### config.mk
export PLATFORM = sky130hd
export DESIGN_NAME = coeff_inverse_scan_8x8
export DESIGN_NICKNAME = d
export VERILOG_FILES = /design/src/rtl/coeff_inverse_scan_8x8.sv
export SDC_FILE = /design/constraint.sdc
export NUM_CORES = 1
export LEC_CHECK = 0
export ABC_AREA = 1
export CORE_AREA = 2 2 300 302
export DETAILED_ROUTE_END_ITERATION = 6
export DIE_AREA = 0 0 302 304
export GPL_ROUTABILITY_DRIVEN = 0
export PLACE_DENSITY = 0.65
export SYNTH_ARGS = -nofsm -noshare
export SYNTH_HDL_FRONTEND = slang
export SYNTH_SLANG_ARGS = --single-unit
### constraint.sdc
create_clock -name clk -period 6 [get_ports clk]
set_input_delay 1.2 -clock clk [delete_from_list [all_inputs] [get_ports clk]]
set_output_delay 1.2 -clock clk [all_outputs]
set_load 0.03 [all_outputs]
### src/rtl/coeff_inverse_scan_8x8.sv
// Inverse scan for 8x8 coefficient blocks: scan-order beats are written to their raster
// slot in a 64-entry buffer, then the block is drained row-major on a second stream.
`timescale 1ns/1ps

module coeff_inverse_scan_8x8 #(
  parameter int COEFF_W = 16
) (
  input  logic               clk,
  input  logic               rst,
  input  logic [1:0]         scan_type,
  input  logic               in_valid,
  output logic               in_ready,
  input  logic [COEFF_W-1:0] in_data,
  output logic               out_valid,
  input  logic               out_ready,
  output logic [COEFF_W-1:0] out_data,
  output logic [5:0]         out_idx,
  output logic               out_last,
  output logic               busy
);

  typedef enum logic [1:0] {
    S_IDLE,
    S_LOAD,
    S_DRAIN
  } state_e;

  state_e       state_q, state_d;
  logic [5:0]   wr_q, wr_d;
  logic [5:0]   rd_q, rd_d;
  logic [2:0]   row_q, row_d;
  logic [2:0]   col_q, col_d;
  logic         up_q, up_d;
  logic [1:0]   scan_q, scan_d;

  logic [COEFF_W-1:0] mem_q [64];

  logic         in_fire;
  logic         out_fire;
  logic [1:0]   scan_eff;
  logic [5:0]   wr_addr;
  logic [2:0]   row_nx;
  logic [2:0]   col_nx;
  logic         up_nx;

  assign in_ready  = (state_q != S_DRAIN);
  assign out_valid = (state_q == S_DRAIN);
  assign busy      = (state_q != S_IDLE);
  assign in_fire   = in_valid && in_ready;
  assign out_fire  = out_valid && out_ready;
  assign out_data  = out_valid ? mem_q[rd_q] : '0;
  assign out_idx   = rd_q;
  assign out_last  = out_valid && (rd_q == 6'd63);

  // Beat 0 uses the live scan_type; later beats use the value latched on beat 0.
  always_comb begin
    scan_eff = (state_q == S_IDLE) ? scan_type : scan_q;
    case (scan_eff)
      2'd1:    wr_addr = wr_q;
      2'd2:    wr_addr = {wr_q[2:0], wr_q[5:3]};
      default: wr_addr = {row_q, col_q};
    endcase
  end

  always_comb begin
    row_nx = row_q;
    col_nx = col_q;
    up_nx  = up_q;
    if (up_q) begin
      if (col_q == 3'd7) begin
        row_nx = row_q + 3'd1;
        up_nx  = 1'b0;
      end else if (row_q == 3'd0) begin
        col_nx = col_q + 3'd1;
        up_nx  = 1'b0;
      end else begin
        row_nx = row_q - 3'd1;
        col_nx = col_q + 3'd1;
      end
    end else begin
      if (row_q == 3'd7) begin
        col_nx = col_q + 3'd1;
        up_nx  = 1'b1;
      end else if (col_q == 3'd0) begin
        row_nx = row_q + 3'd1;
        up_nx  = 1'b1;
      end else begin
        row_nx = row_q + 3'd1;
        col_nx = col_q - 3'd1;
      end
    end
  end

  always_comb begin
    state_d = state_q;
    wr_d    = wr_q;
    rd_d    = rd_q;
    row_d   = row_q;
    col_d   = col_q;
    up_d    = up_q;
    scan_d  = scan_q;
    case (state_q)
      S_IDLE: begin
        if (in_fire) begin
          scan_d  = scan_type;
          wr_d    = wr_q + 6'd1;
          row_d   = row_nx;
          col_d   = col_nx;
          up_d    = up_nx;
          state_d = S_LOAD;
        end
      end
      S_LOAD: begin
        if (in_fire) begin
          wr_d  = wr_q + 6'd1;
          row_d = row_nx;
          col_d = col_nx;
          up_d  = up_nx;
          if (wr_q == 6'd63) begin
            // Walker is rewound here so it is already home when IDLE is re-entered.
            state_d = S_DRAIN;
            wr_d    = '0;
            row_d   = '0;
            col_d   = '0;
            up_d    = 1'b1;
          end
        end
      end
      S_DRAIN: begin
        if (out_fire) begin
          rd_d = rd_q + 6'd1;
          if (rd_q == 6'd63) begin
            rd_d    = '0;
            state_d = S_IDLE;
          end
        end
      end
      default: state_d = S_IDLE;
    endcase
  end

  always_ff @(posedge clk or posedge rst) begin
    if (rst) begin
      state_q <= S_IDLE;
      wr_q    <= '0;
      rd_q    <= '0;
      row_q   <= '0;
      col_q   <= '0;
      up_q    <= 1'b1;
      scan_q  <= '0;
    end else begin
      state_q <= state_d;
      wr_q    <= wr_d;
      rd_q    <= rd_d;
      row_q   <= row_d;
      col_q   <= col_d;
      up_q    <= up_d;
      scan_q  <= scan_d;
    end
  end

  always_ff @(posedge clk) begin
    if (in_fire) mem_q[wr_addr] <= in_data;
  end

endmodule

Word-level counts from Yosys, hierarchy flattened:

Memory sizes are Yosys's and may differ from the RTL's.
Index checks and enable logic that the tools add are counted.

* $add $sub $neg: 6
* multipliers: 0
* div/mod/pow operators: 0
* order comparisons: 0
* equal/unequal tests: 14
* shift operators: 0
* muxes and demuxes: 41
* bitwise operators: 0
* reductions and logical operators: 12

Operators by type and width (count)
* 3-bit two-way mux: 14
* 6-bit two-way mux: 4
* 6-bit case mux with 2 select lines: 2
* 16-bit two-way mux: 1
* 6-bit by 1-bit adder with 6-bit output, second input constant: 2
* 6-bit equality test, second input constant: 2
* 2-bit two-way mux: 6
* 3-bit case mux with 2 select lines: 2
* 1-bit two-way mux: 10
* 2-bit inequality test, second input constant: 4
* 3-bit by 1-bit adder with 3-bit output, second input constant: 2
* 3-bit equality test, second input constant: 2
* 3-bit zero test: 2
* 2-bit case mux with 3 select lines: 1
* 3-bit by 1-bit subtractor with 3-bit output, second input constant: 2
* 5-bit AND reduction: 1
* 2-bit by 1-bit equality test with 1-bit output, second input constant: 2
* 2-bit equality test, second input constant: 2
* 2-bit by 1-bit inequality test with 1-bit output, second input constant: 2
* 2-bit AND reduction: 2
* 2-bit nonzero test: 2
* 1-bit logical AND: 3
* 3-bit AND reduction: 1
* 2-bit zero test: 1
* 1-bit case mux with 2 select lines: 1

* flip-flop bits (word level): 23
* bits in latches: 0
* memory bits (writable): 1024
* bits in read-only memories: 0
* input bits: 22
* output and inout bits: 26
* word-level logic and storage cells: 81
* memories: 1

Memory list
* mem_q: depth 64, width 16, rd ports 1, clocked after memory_dff 0, wr ports 1, RTL line 36 `logic [COEFF_W-1:0] mem_q [64];`

Depth between registers and ports, before layout:

Gate-level depths: netlist (run 1).

* depth after elaboration: 7
* gate-level depth with buffers: 14
* gate-level depth less buffers: 13

Worst setup path after synthesis (run 1):

No wires, ideal clock.

* path type: input -> register
* start: in scan_type[1]
* end: mem mem_q[42][0] (enable)
* library setup time: 0.409 ns
* arrival: 3.735 ns
* data required time: 5.591 ns
* setup slack: 1.856 ns
* cell stages on the path: 10
* buffers on the path: 0
* cells stage by stage: inv_1 nand2_1 o21ai_0 ha_1 clkinv_1 o21ai_0 inv_1 nor2_1 nand3_1 nor3_1

* word-level cells in the longest chain between the ends: 3
* elaborated cells between the ends (all ways): 4
* those cells by class: 2 x eq/ne; 2 x mux

Ends and longest elaborated chain
* start: declaration: RTL line 10 `input logic [1:0] scan_type,`
* 2-bit two-way mux (*): RTL line 57 `scan_eff = (state_q == S_IDLE) ? scan_type : scan_q;`
* 2-bit equality test or 2-bit by 1-bit equality test with 1-bit output (tied branches): RTL line 58 `case (scan_eff)`
* 6-bit case mux with 2 select lines (*): RTL line 58
* end: declaration: RTL line 36

Every way passes the cells marked *; elsewhere a longest branch is shown, timed or not.

Final worst setup path (run 1):

* start: reg rd_q[0], in the netlist out_idx[0]
* end: out out_data[5]

* word-level cells in the longest chain between the ends: 2

Ends and longest elaborated chain
* start: declaration: RTL line 30 `logic [5:0] rd_q, rd_d;`
* start signal: assignment: RTL line 154 `rd_q <= rd_d;`
* memory read 64 x 16 bit
* 16-bit two-way mux: RTL line 51 `assign out_data = out_valid ? mem_q[rd_q] : '0;`
* end: declaration: RTL line 16 `output logic [COEFF_W-1:0] out_data,`

Every way passes these cells.

==> results.sh, run 1 <==
export IMPL_status="finished clean"
export IMPL_syn_area_sq_um=44000
export IMPL_die_x_um=302
export IMPL_drt_vias_per_instance=5.48
export IMPL_max_slew_worst_pin_slew_ps=1220
export IMPL_busiest_layer="met2"
export IMPL_dpl_cell_area_sq_um=46000
export IMPL_r2r_end="mem_q[62][3]"
export IMPL_ant_nets=0
export IMPL_rows=110
export IMPL_holdWs_ps=487
export IMPL_ys_seq_area_share_pct=71.3
export IMPL_syn_nets=4056
export IMPL_final_fill_count=7401
export IMPL_grt_use_met3_pct=3.76
export IMPL_cts_hold_buf=0
export IMPL_wirelength_um=117000
export IMPL_vdd_drop_max_v=0.000342
export IMPL_synth_cell_types=31
export IMPL_pwr_share_comb_pct=11.1
export IMPL_holdPathEnd="scan_q[1]"
export IMPL_timing_rr_start="state_q[1]"
export IMPL_layout_commonest_cell="nand2_1"
export IMPL_clk_pin_slew_ps=60
export IMPL_p_switching_mw=4.33
export IMPL_crit_fanout=211
export IMPL_synth_edf_count=1024
export IMPL_powerDensity_nw_per_um2=344
export IMPL_die_h_um=304
export IMPL_port_buffers=47
export IMPL_fin_worst_skew_ps=29.6
export IMPL_dr_pass1_iters=6
export IMPL_drv_cap=0
export IMPL_root_buffer="clkbuf_16"
export IMPL_insertion_delay_ps=680
export IMPL_die_area_sq_um=91800
export IMPL_cts_buffers=104
export IMPL_final_util_pct=55.3
export IMPL_crit_arrival_ps=4470
export IMPL_cts_sinks=1047
export IMPL_core_area_sq_um=89000
export IMPL_slew_headroom_pct=18.4
export IMPL_required_ps=4800
export IMPL_end_kind="primary output"
export IMPL_grt_max_degree=212
export IMPL_finalSetupTns_ps=0
export IMPL_p_total_mw=17.0
export IMPL_synth_ff_type="edfxtp_1"
export IMPL_ctsLongestPathBuffers=3
export IMPL_synth_warning_count=0
export IMPL_multiInputGateArea_sq_um=10500
export IMPL_rsz0062_at_grt="false"
export IMPL_grt_use_met2_pct=39.0
export IMPL_nNetsFinal=4129
export IMPL_slew_violations=0
export IMPL_p_sw_share_pct=25.5
export IMPL_r2r_cells=10
export IMPL_antenna_found_initial=1
export IMPL_grt_pass1_wl_um=176000
export IMPL_fin_crit_ps=5670
export IMPL_crit_type="flop to primary output"
export IMPL_ys_ff_latch=1047
export IMPL_holdCritStartpoint="scan_q[1]"
export IMPL_pwr_share_seq_pct=51.6
export IMPL_dp_hpwl_um=64600
export IMPL_start_kind="flop"
export IMPL_synth_avg_cell_area_sq_um=10.9
export IMPL_grt_use_met1_pct=37.8
export IMPL_postCtsSetupBuffers=0
export IMPL_area_growth_pct=12.1
export IMPL_cts_tree="yes"
export IMPL_hold_viol=0
export IMPL_layout_area_seq_sq_um=31300
export IMPL_layout_drive_gt1_share_pct=7.44
export IMPL_hold_depth=2
export IMPL_htreeDepth=3
export IMPL_power_share_clock_pct=37.3
export IMPL_n_antenna_cell=0
export IMPL_period_share_pct=94.5
export IMPL_cts_resized=0
export IMPL_setup_viol=0
export IMPL_reg2reg_slack_ps=2040
export IMPL_synthCells=4020
export IMPL_grt_pass1_vias=27827
export IMPL_synthArstFlopShare_pct=2.20
export IMPL_detail_route_iter0_violations=3591
export IMPL_start_util_pct=49.4
export IMPL_drcViolationCount=0
export IMPL_max_clock_freq_ghz=0.176
export IMPL_vias=29336
export IMPL_wire_per_inst_um=21.9
export IMPL_grt_usage_pct=25.6
export IMPL_stdcell_area_sq_um=49300
export IMPL_internal_power_mw=12.6
export IMPL_min_path_type="flop to flop"
export IMPL_final_cell_mix="1,195 x nand2_1, 1,024 x edfxtp_1, 547 x nand3_1"
export IMPL_top_level_ports=48
export IMPL_p_leak_nw=18.7
export IMPL_grt_ovfl_total=0
worst max path at each step:
stage	from	endpoint	cells past startpoint
floorplan	scan_type[1]	mem_q[42][0]	10
global placement	out_idx[0]	out_data[7]	11
detailed placement	scan_type[1]	mem_q[38][2]	12
CTS	out_idx[0]	out_data[7]	11
global route	out_idx[0]	out_data[7]	11
finish	out_idx[0]	out_data[5]	10
cell families after synthesis:
logic type / share of synthesized area [%]
adder cells (fa/ha/maj): 0.399
flip-flops: 71.3
buffers and inverters: 4.88
XOR/XNOR: 0.139
AND/OR/NAND/NOR: 20.4
AO/OA/AOI/OAI: 2.93
state kept, by name, summed over array words and instances, names as in the netlist:
name,flops
col_q,3
mem_q,1024
out_idx,6
row_q,3
scan_q,2
state_q,2
up_q,1
wr_q,6
routing by layer:
layer | share of wire, % | wire [um]
met5 | 0 | 0
met4 | 3.2 | 3800
met3 | 8.2 | 9650
met2 | 46 | 53600
met1 | 43 | 50100
synth_stat cells (2+ instances only):
cell,number,area share [%]
dfrtp_1,22,1.3
nand2_1,1196,10
inv_1,284,2.4
edfxtp_1,1024,70
inv_2,2,0.017
clkbuf_1,121,1.0
o22ai_1,11,0.16
buf_6,19,0.49
clkinv_1,3,0.026
ha_1,14,0.40
a21oi_1,87,0.99
buf_4,8,0.14
nand4_1,3,0.043
o21ai_1,14,0.16
buf_1,16,0.14
xor2_1,7,0.14
nor2_1,438,3.7
nand3_1,547,6.2
nor3_1,7,0.080
o21ai_0,133,1.5
buf_2,54,0.61
critical path, cell delays in order, from the launching register on:
cell             delay (ps)
dfrtp_4                 570
buf_12                  560
nor2_1                  110
nor2_1                  120
o21ai_0                 120
nand3_1                  90
nand3_1                 140
nand2_1                 250
nand3_1                 140
a21oi_1                 490
clkdlybuf4s50_1         800
cell type report:
class                           instances  share of cell area (%)
Clock buffer                          129                    5.56
Timing Repair Buffer                  185                    3.22
Multi-Input combinational cell       2466                    21.3
Sequential cell                      1047                    63.6
Clock inverter                         62                    1.12
Inverter                              289                    2.23
Tap cell                             1176                    2.99
power by group through the flow:
stage / Sequential [mW] / Combinational (mW) / Clock, mW
5_1_grt: 8.80 / 2.02 / 6.66
2_1_floorplan: 8.88 / 1.00 / 0
6_report: 8.76 / 1.88 / 6.32
4_1_cts: 8.76 / 1.87 / 6.38
3_5_place_dp: 8.91 / 1.86 / 0
3_3_place_gp: 8.90 / 1.85 / 0
per-stage QoR:
step	cells	setup WS, ps
after detailed placement	5163	1150
after CTS	5354	424
after global routing	5354	208
after floorplan	4020	1860
final	5354	329
after global placement	5163	1150
No activity file was read; power rests on OpenSTA's default activity.
==> run 2: changes to the inputs <==
ABC_AREA = default   (was 1)
CORE_AREA = 2 2 290 292   (was 2 2 300 302)
DIE_AREA = 0 0 292 294   (was 0 0 302 304)
REMOVE_ABC_BUFFERS = 1   (was default)
==> results.sh, run 2 <==
export IMPL_cts_sinks=1047
export IMPL_synth_cell_types=49
export IMPL_grt_pass1_vias=20719
export IMPL_grt_max_degree=65
export IMPL_synth_warning_count=0
export IMPL_end_kind="primary output"
export IMPL_drcViolationCount=0
export IMPL_yosys_top_cells_area="edfxtp_1 75%, mux4_2 8.6%, mux2i_1 4.1%"
export IMPL_synth_edf_count=1024
export IMPL_layout_drive_gt1_share_pct=21.0
export IMPL_r2r_end="mem_q[28][6]"
export IMPL_clk_pin_slew_ps=60
export IMPL_fin_crit_ps=5730
export IMPL_status="finished clean"
export IMPL_dp_hpwl_um=55500
export IMPL_wire_per_inst_um=29.2
export IMPL_cts_buffers=104
export IMPL_vias=20608
export IMPL_layout_commonest_cell="edfxtp_1"
export IMPL_synth_commonest_cells="1,024 x edfxtp_1, 167 x mux2i_1, 156 x mux4_2"
export IMPL_min_path_type="flop to flop"
export IMPL_insertion_delay_ps=670
export IMPL_postCtsSetupBuffers=0
export IMPL_ant_nets=0
export IMPL_ys_seq_area_share_pct=76.5
export IMPL_die_h_um=294
export IMPL_die_x_um=292
export IMPL_grt_usage_pct=23.0
export IMPL_ys_ff_latch=1047
export IMPL_largest_reg_flops=1024
export IMPL_port_buffers=47
export IMPL_endpoint="out_data[10]"
export IMPL_synth_ff_type="edfxtp_1"
export IMPL_crit_type="flop to primary output"
export IMPL_cts_resized=0
export IMPL_area_growth_pct=13.6
export IMPL_synth_top_area_cell="edfxtp_1"
export IMPL_die_area_sq_um=85800
export IMPL_slew_violations=0
export IMPL_synthArstFlopShare_pct=2.20
export IMPL_vdd_drop_max_v=0.000291
export IMPL_crit_arrival_ps=4530
export IMPL_root_buffer="clkbuf_16"
export IMPL_n_antenna_cell=0
export IMPL_crit_fanout=33
export IMPL_dr_pass1_iters=5
export IMPL_cts_hold_buf=0
export IMPL_start_kind="flop"
export IMPL_final_fill_count=6085
export IMPL_slew_headroom_pct=10.2
export IMPL_grt_ovfl_total=0
export IMPL_top_level_ports=48
export IMPL_antenna_found_initial=2
export IMPL_fin_worst_skew_ps=34.4
export IMPL_hold_viol=0
export IMPL_detail_route_iter0_violations=2410
export IMPL_max_clock_freq_ghz=0.175
export IMPL_p_leak_nw=14.3
export IMPL_wirelength_um=97600
export IMPL_cts_tree="yes"
export IMPL_start_util_pct=49.4
export IMPL_finalSetupTns_ps=0
export IMPL_synth_avg_cell_area_sq_um=20.3
export IMPL_drt_vias_per_instance=6.17
export IMPL_max_slew_worst_pin_slew_ps=1350
export IMPL_r2r_cells=8
export IMPL_final_util_pct=56.1
export IMPL_required_ps=4800
export IMPL_ctsLongestPathBuffers=3
export IMPL_synthCells=2017
export IMPL_final_cell_mix="1,024 x edfxtp_1, 167 x mux2i_1, 156 x mux4_2"
export IMPL_synth_most_common_cell="edfxtp_1"
export IMPL_powerDensity_nw_per_um2=339
export IMPL_syn_area_sq_um=40900
export IMPL_htreeDepth=3
export IMPL_drv_cap=0
export IMPL_reg2reg_slack_ps=2080
export IMPL_setup_viol=0
export IMPL_startpoint="out_idx[1]"
export IMPL_synth_top_cell_area_share_pct=75.1
export IMPL_top_register="mem_q"
export IMPL_period_share_pct=95.5
export IMPL_rows=106
export IMPL_rsz0062_at_grt="false"
export IMPL_nNetsFinal=2210
export IMPL_core_area_sq_um=82900
export IMPL_grt_pass1_wl_um=142000
export IMPL_timing_rr_start="state_q[1]"
## run 2: cell types whose count changed in the layout (fill, tap and decap cells not counted), sizes merged, moves of 28 or more
| cell | change |
|---|---|
| mux2i | +167 |
| a21oi | -28 |
| o21ai | -120 |
| nor2 | -344 |
| a221oi | +31 |
| a22oi | +33 |
| nand2 | -1142 |
| mux4 | +176 |
| a211oi | +37 |
| inv | -272 |
| o221ai | +32 |
| nand3 | -542 |
## run 2: through the flow
step	power, mW	hold WS (ps)	setup WS, ps	instances	cell area, sq um
2_1_floorplan	9.03	475	-6510	1908	40300
3_3_place_gp	9.43	486	949	3148	43100
3_5_place_dp	9.48	494	941	3148	43100
4_1_cts	15.9	510	208	3342	46500
5_1_grt	16.3	546	68.8	3342	46500
6_report	15.7	504	270	3342	46500
## run 2: where the power goes
group | total, mW | internal [mW] | switching, mW
registers | 8.40 | 8.30 | 0.102
clock network | 6.41 | 3.70 | 2.71
logic | 0.932 | 0.284 | 0.648
total | 15.7 | 12.3 | 3.46
## run 2: per-layer routing
layer | global-route usage, % | vias to the layer above | wire length [um]
met4 | 6.91 | 2 | 2790
met2 | 35.8 | 865 | 46000
met5 | 0 | - | 10
met3 | 5.19 | 148 | 8520
li1 | - | 8750 | -
met1 | 32.7 | 10843 | 40300
## run 2: worst min path at each step
stage,startpoint,endpoint,slack (ps),cells past startpoint
after detailed placement,scan_q[0],scan_q[0],490,1
after global placement,scan_q[0],scan_q[0],490,1
after CTS,scan_q[0],scan_q[0],510,1
after global routing,scan_q[0],scan_q[0],550,1
final,scan_q[0],scan_q[0],500,1
after floorplan,scan_q[0],scan_q[0],480,1
## run 2: final cells by class
class                      count  area, sq um  share of cell area [%]
clock buffer                 125         2700                    5.82
clock inverter                69          699                    1.50
inverter                      14         52.6                   0.113
multi-input combinational    847         8990                    19.3
sequential                  1047        31300                    67.4
tap                         1080         1350                    2.91
timing repair buffer         160         1340                    2.88
## run 2: cells by family after synthesis
logic type                 Yosys count  share of synthesized area [%]
DFF                               1047                           76.5
muxes                              361                           14.4
AOI/OAI and AO/OA                  283                           4.98
and+or+nand+nor                    178                           1.80
buffers and inverters              123                           1.56
adders and majority gates           14                          0.428
xor gates and xnor gates            11                          0.235
## run 2: worst max-delay path, stage by stage (launching register included)
cell and delay, ps:
dfrtp_4 700, nand3b_1 740, buf_4 500, buf_4 260, o22ai_1 180, a211oi_1 80
a21oi_1 430, a22o_1 240, clkdlybuf4s50_1 690
==> run 3: changes to the inputs <==
--- a/config.mk
+++ b/config.mk
@@ -13,2 +13,3 @@
 export REMOVE_ABC_BUFFERS = 1
+export SETUP_SLACK_MARGIN = 0.5
 export SYNTH_ARGS = -nofsm -noshare
--- a/constraint.sdc
+++ b/constraint.sdc
@@ -3,2 +3,2 @@
 set_output_delay 1.2 -clock clk [all_outputs]
-set_load 0.03 [all_outputs]
+set_load 0.02 [all_outputs]
==> results.sh, run 3 (synthesized netlist as in run 2, its figures left out) <==
export IMPL_die_x_um=292
export IMPL_final_util_pct=56.0
export IMPL_detail_route_iter0_violations=2525
export IMPL_top_register="mem_q"
export IMPL_wirelength_um=97600
export IMPL_status="finished clean"
export IMPL_grt_usage_pct=22.8
export IMPL_clk_pin_slew_ps=60
export IMPL_slew_headroom_pct=17.2
export IMPL_drv_cap=0
export IMPL_setup_viol=0
export IMPL_path_delay_family="buffers and inverters"
export IMPL_crit_fanout=21
export IMPL_wire_per_inst_um=29.2
export IMPL_layout_commonest_cell="edfxtp_1"
export IMPL_holdWs_ps=504
export IMPL_final_fill_count=6111
export IMPL_max_clock_freq_ghz=0.184
export IMPL_p_total_mw=15.7
export IMPL_slowest_stage="dfrtp_4"
export IMPL_ctsLongestPathBuffers=3
export IMPL_largest_reg_flops=1024
export IMPL_nNetsFinal=2209
export IMPL_die_h_um=294
export IMPL_htreeDepth=3
export IMPL_drt_vias_per_instance=6.17
export IMPL_ant_nets=0
export IMPL_grt_pass1_wl_um=142000
export IMPL_pre_cts_ws_ps=913
export IMPL_period_share_pct=90.5
export IMPL_max_slew_worst_pin_slew_ps=1240
export IMPL_vias=20601
export IMPL_slew_violations=0
export IMPL_fin_ws_ps=567
export IMPL_start_kind="flop"
export IMPL_cp_buffers_inverters=2
export IMPL_port_buffers=47
export IMPL_area_growth_pct=13.5
export IMPL_cts_sinks=1047
export IMPL_required_ps=4800
export IMPL_grt_ovfl_total=0
export IMPL_grt_use_met3_pct=4.08
export IMPL_dr_pass1_iters=7
export IMPL_crit_type="flop to primary output"
export IMPL_worst_path_largest_cell_delay_ps=610
export IMPL_grt_use_met1_pct=33.0
export IMPL_final_cell_mix="1,024 x edfxtp_1, 167 x mux2i_1, 156 x mux4_2"
export IMPL_grt_pass1_vias=20499
export IMPL_rows=106
export IMPL_insertion_delay_ps=680
export IMPL_fin_worst_skew_ps=29.4
export IMPL_fin_crit_ps=5430
export IMPL_end_kind="primary output"
export IMPL_worstPathCellList="buf_4, mux4_1, mux2_2, a221oi_2, a21oi_1, a22o_1, clkdlybuf4s50_1"
export IMPL_cts_tree="yes"
export IMPL_powerDensity_nw_per_um2=338
export IMPL_crit_arrival_ps=4230
export IMPL_root_buffer="clkbuf_16"
export IMPL_hold_viol=0
export IMPL_dp_hpwl_um=56000
export IMPL_grt_use_met2_pct=36.5
export IMPL_cts_buffers=104
export IMPL_rsz0062_at_grt="false"
export IMPL_busiest_layer="met2"
export IMPL_antenna_found_initial=0
export IMPL_grt_max_degree=65
export IMPL_min_path_type="flop to flop"
export IMPL_core_area_sq_um=82900
export IMPL_top_level_ports=48
export IMPL_start_util_pct=49.4
export IMPL_vdd_drop_max_v=0.000274
export IMPL_p_leak_nw=14.3
export IMPL_die_area_sq_um=85800
export IMPL_drcViolationCount=0
export IMPL_layout_drive_gt1_share_pct=21.1
## run 3: power breakdown
part / internal (mW) / switching (mW) / leakage [nW]
logic: 0.275 / 0.651 / 3.12
clock network: 3.65 / 2.72 / 1.65
registers: 8.30 / 0.103 / 9.49
## run 3: repair_timing
item                                    4_1_cts  5_1_grt
endpoints found under the setup margin       16        5
cloned                                        0        0
setup buffers                                 4        1
gates resized for setup                       1        2
pin swaps                                     1        0
hold buffers                                  0        0
## run 3: area by class of cell
class	instances	area, sq um	area share (%)
antenna	2	5.00	0.0108
clock buffer	123	2700	5.80
clock inverter	68	671	1.44
inverter	14	52.6	0.113
multi-input combinational	847	8990	19.4
sequential	1047	31300	67.5
tap	1080	1350	2.91
timing repair buffer	159	1340	2.89
## run 3: worst paths after layout
path	from	endpoint	slack, ps	cells past startpoint
worst min-delay path	scan_q[1]	scan_q[1]	500	1
worst max-delay path	out_idx[1]	out_data[3]	570	7
worst max register to register	state_q[1]	mem_q[22][13]	2190	9
max in group asynchronous	rst	out_idx[2]	4190	2
worst min register to register	scan_q[1]	scan_q[1]	500	1
min in group asynchronous	rst	out_idx[3]	1070	2
## run 3: per-stage QoR
stage / std cells / TNS [ps] / cell area, sq um
finish: 3340 / 0 / 46500
global route: 3338 / 0 / 46400
CTS: 3337 / 0 / 46400
detailed placement: 3142 / 0 / 43000
global placement: 3142 / 0 / 43000
floorplan: 1908 / -143680 / 40300
## run 3: metal layers
| layer | share of wire (%) | up-vias | wire length [um] |
|---|---|---|---|
| met4 | 2.1 | 0 | 2060 |
| met5 | 0 | - | 0 |
| met3 | 8.2 | 145 | 8020 |
| li1 | - | 8726 | - |
| met2 | 48 | 914 | 46700 |
| met1 | 42 | 10816 | 40800 |
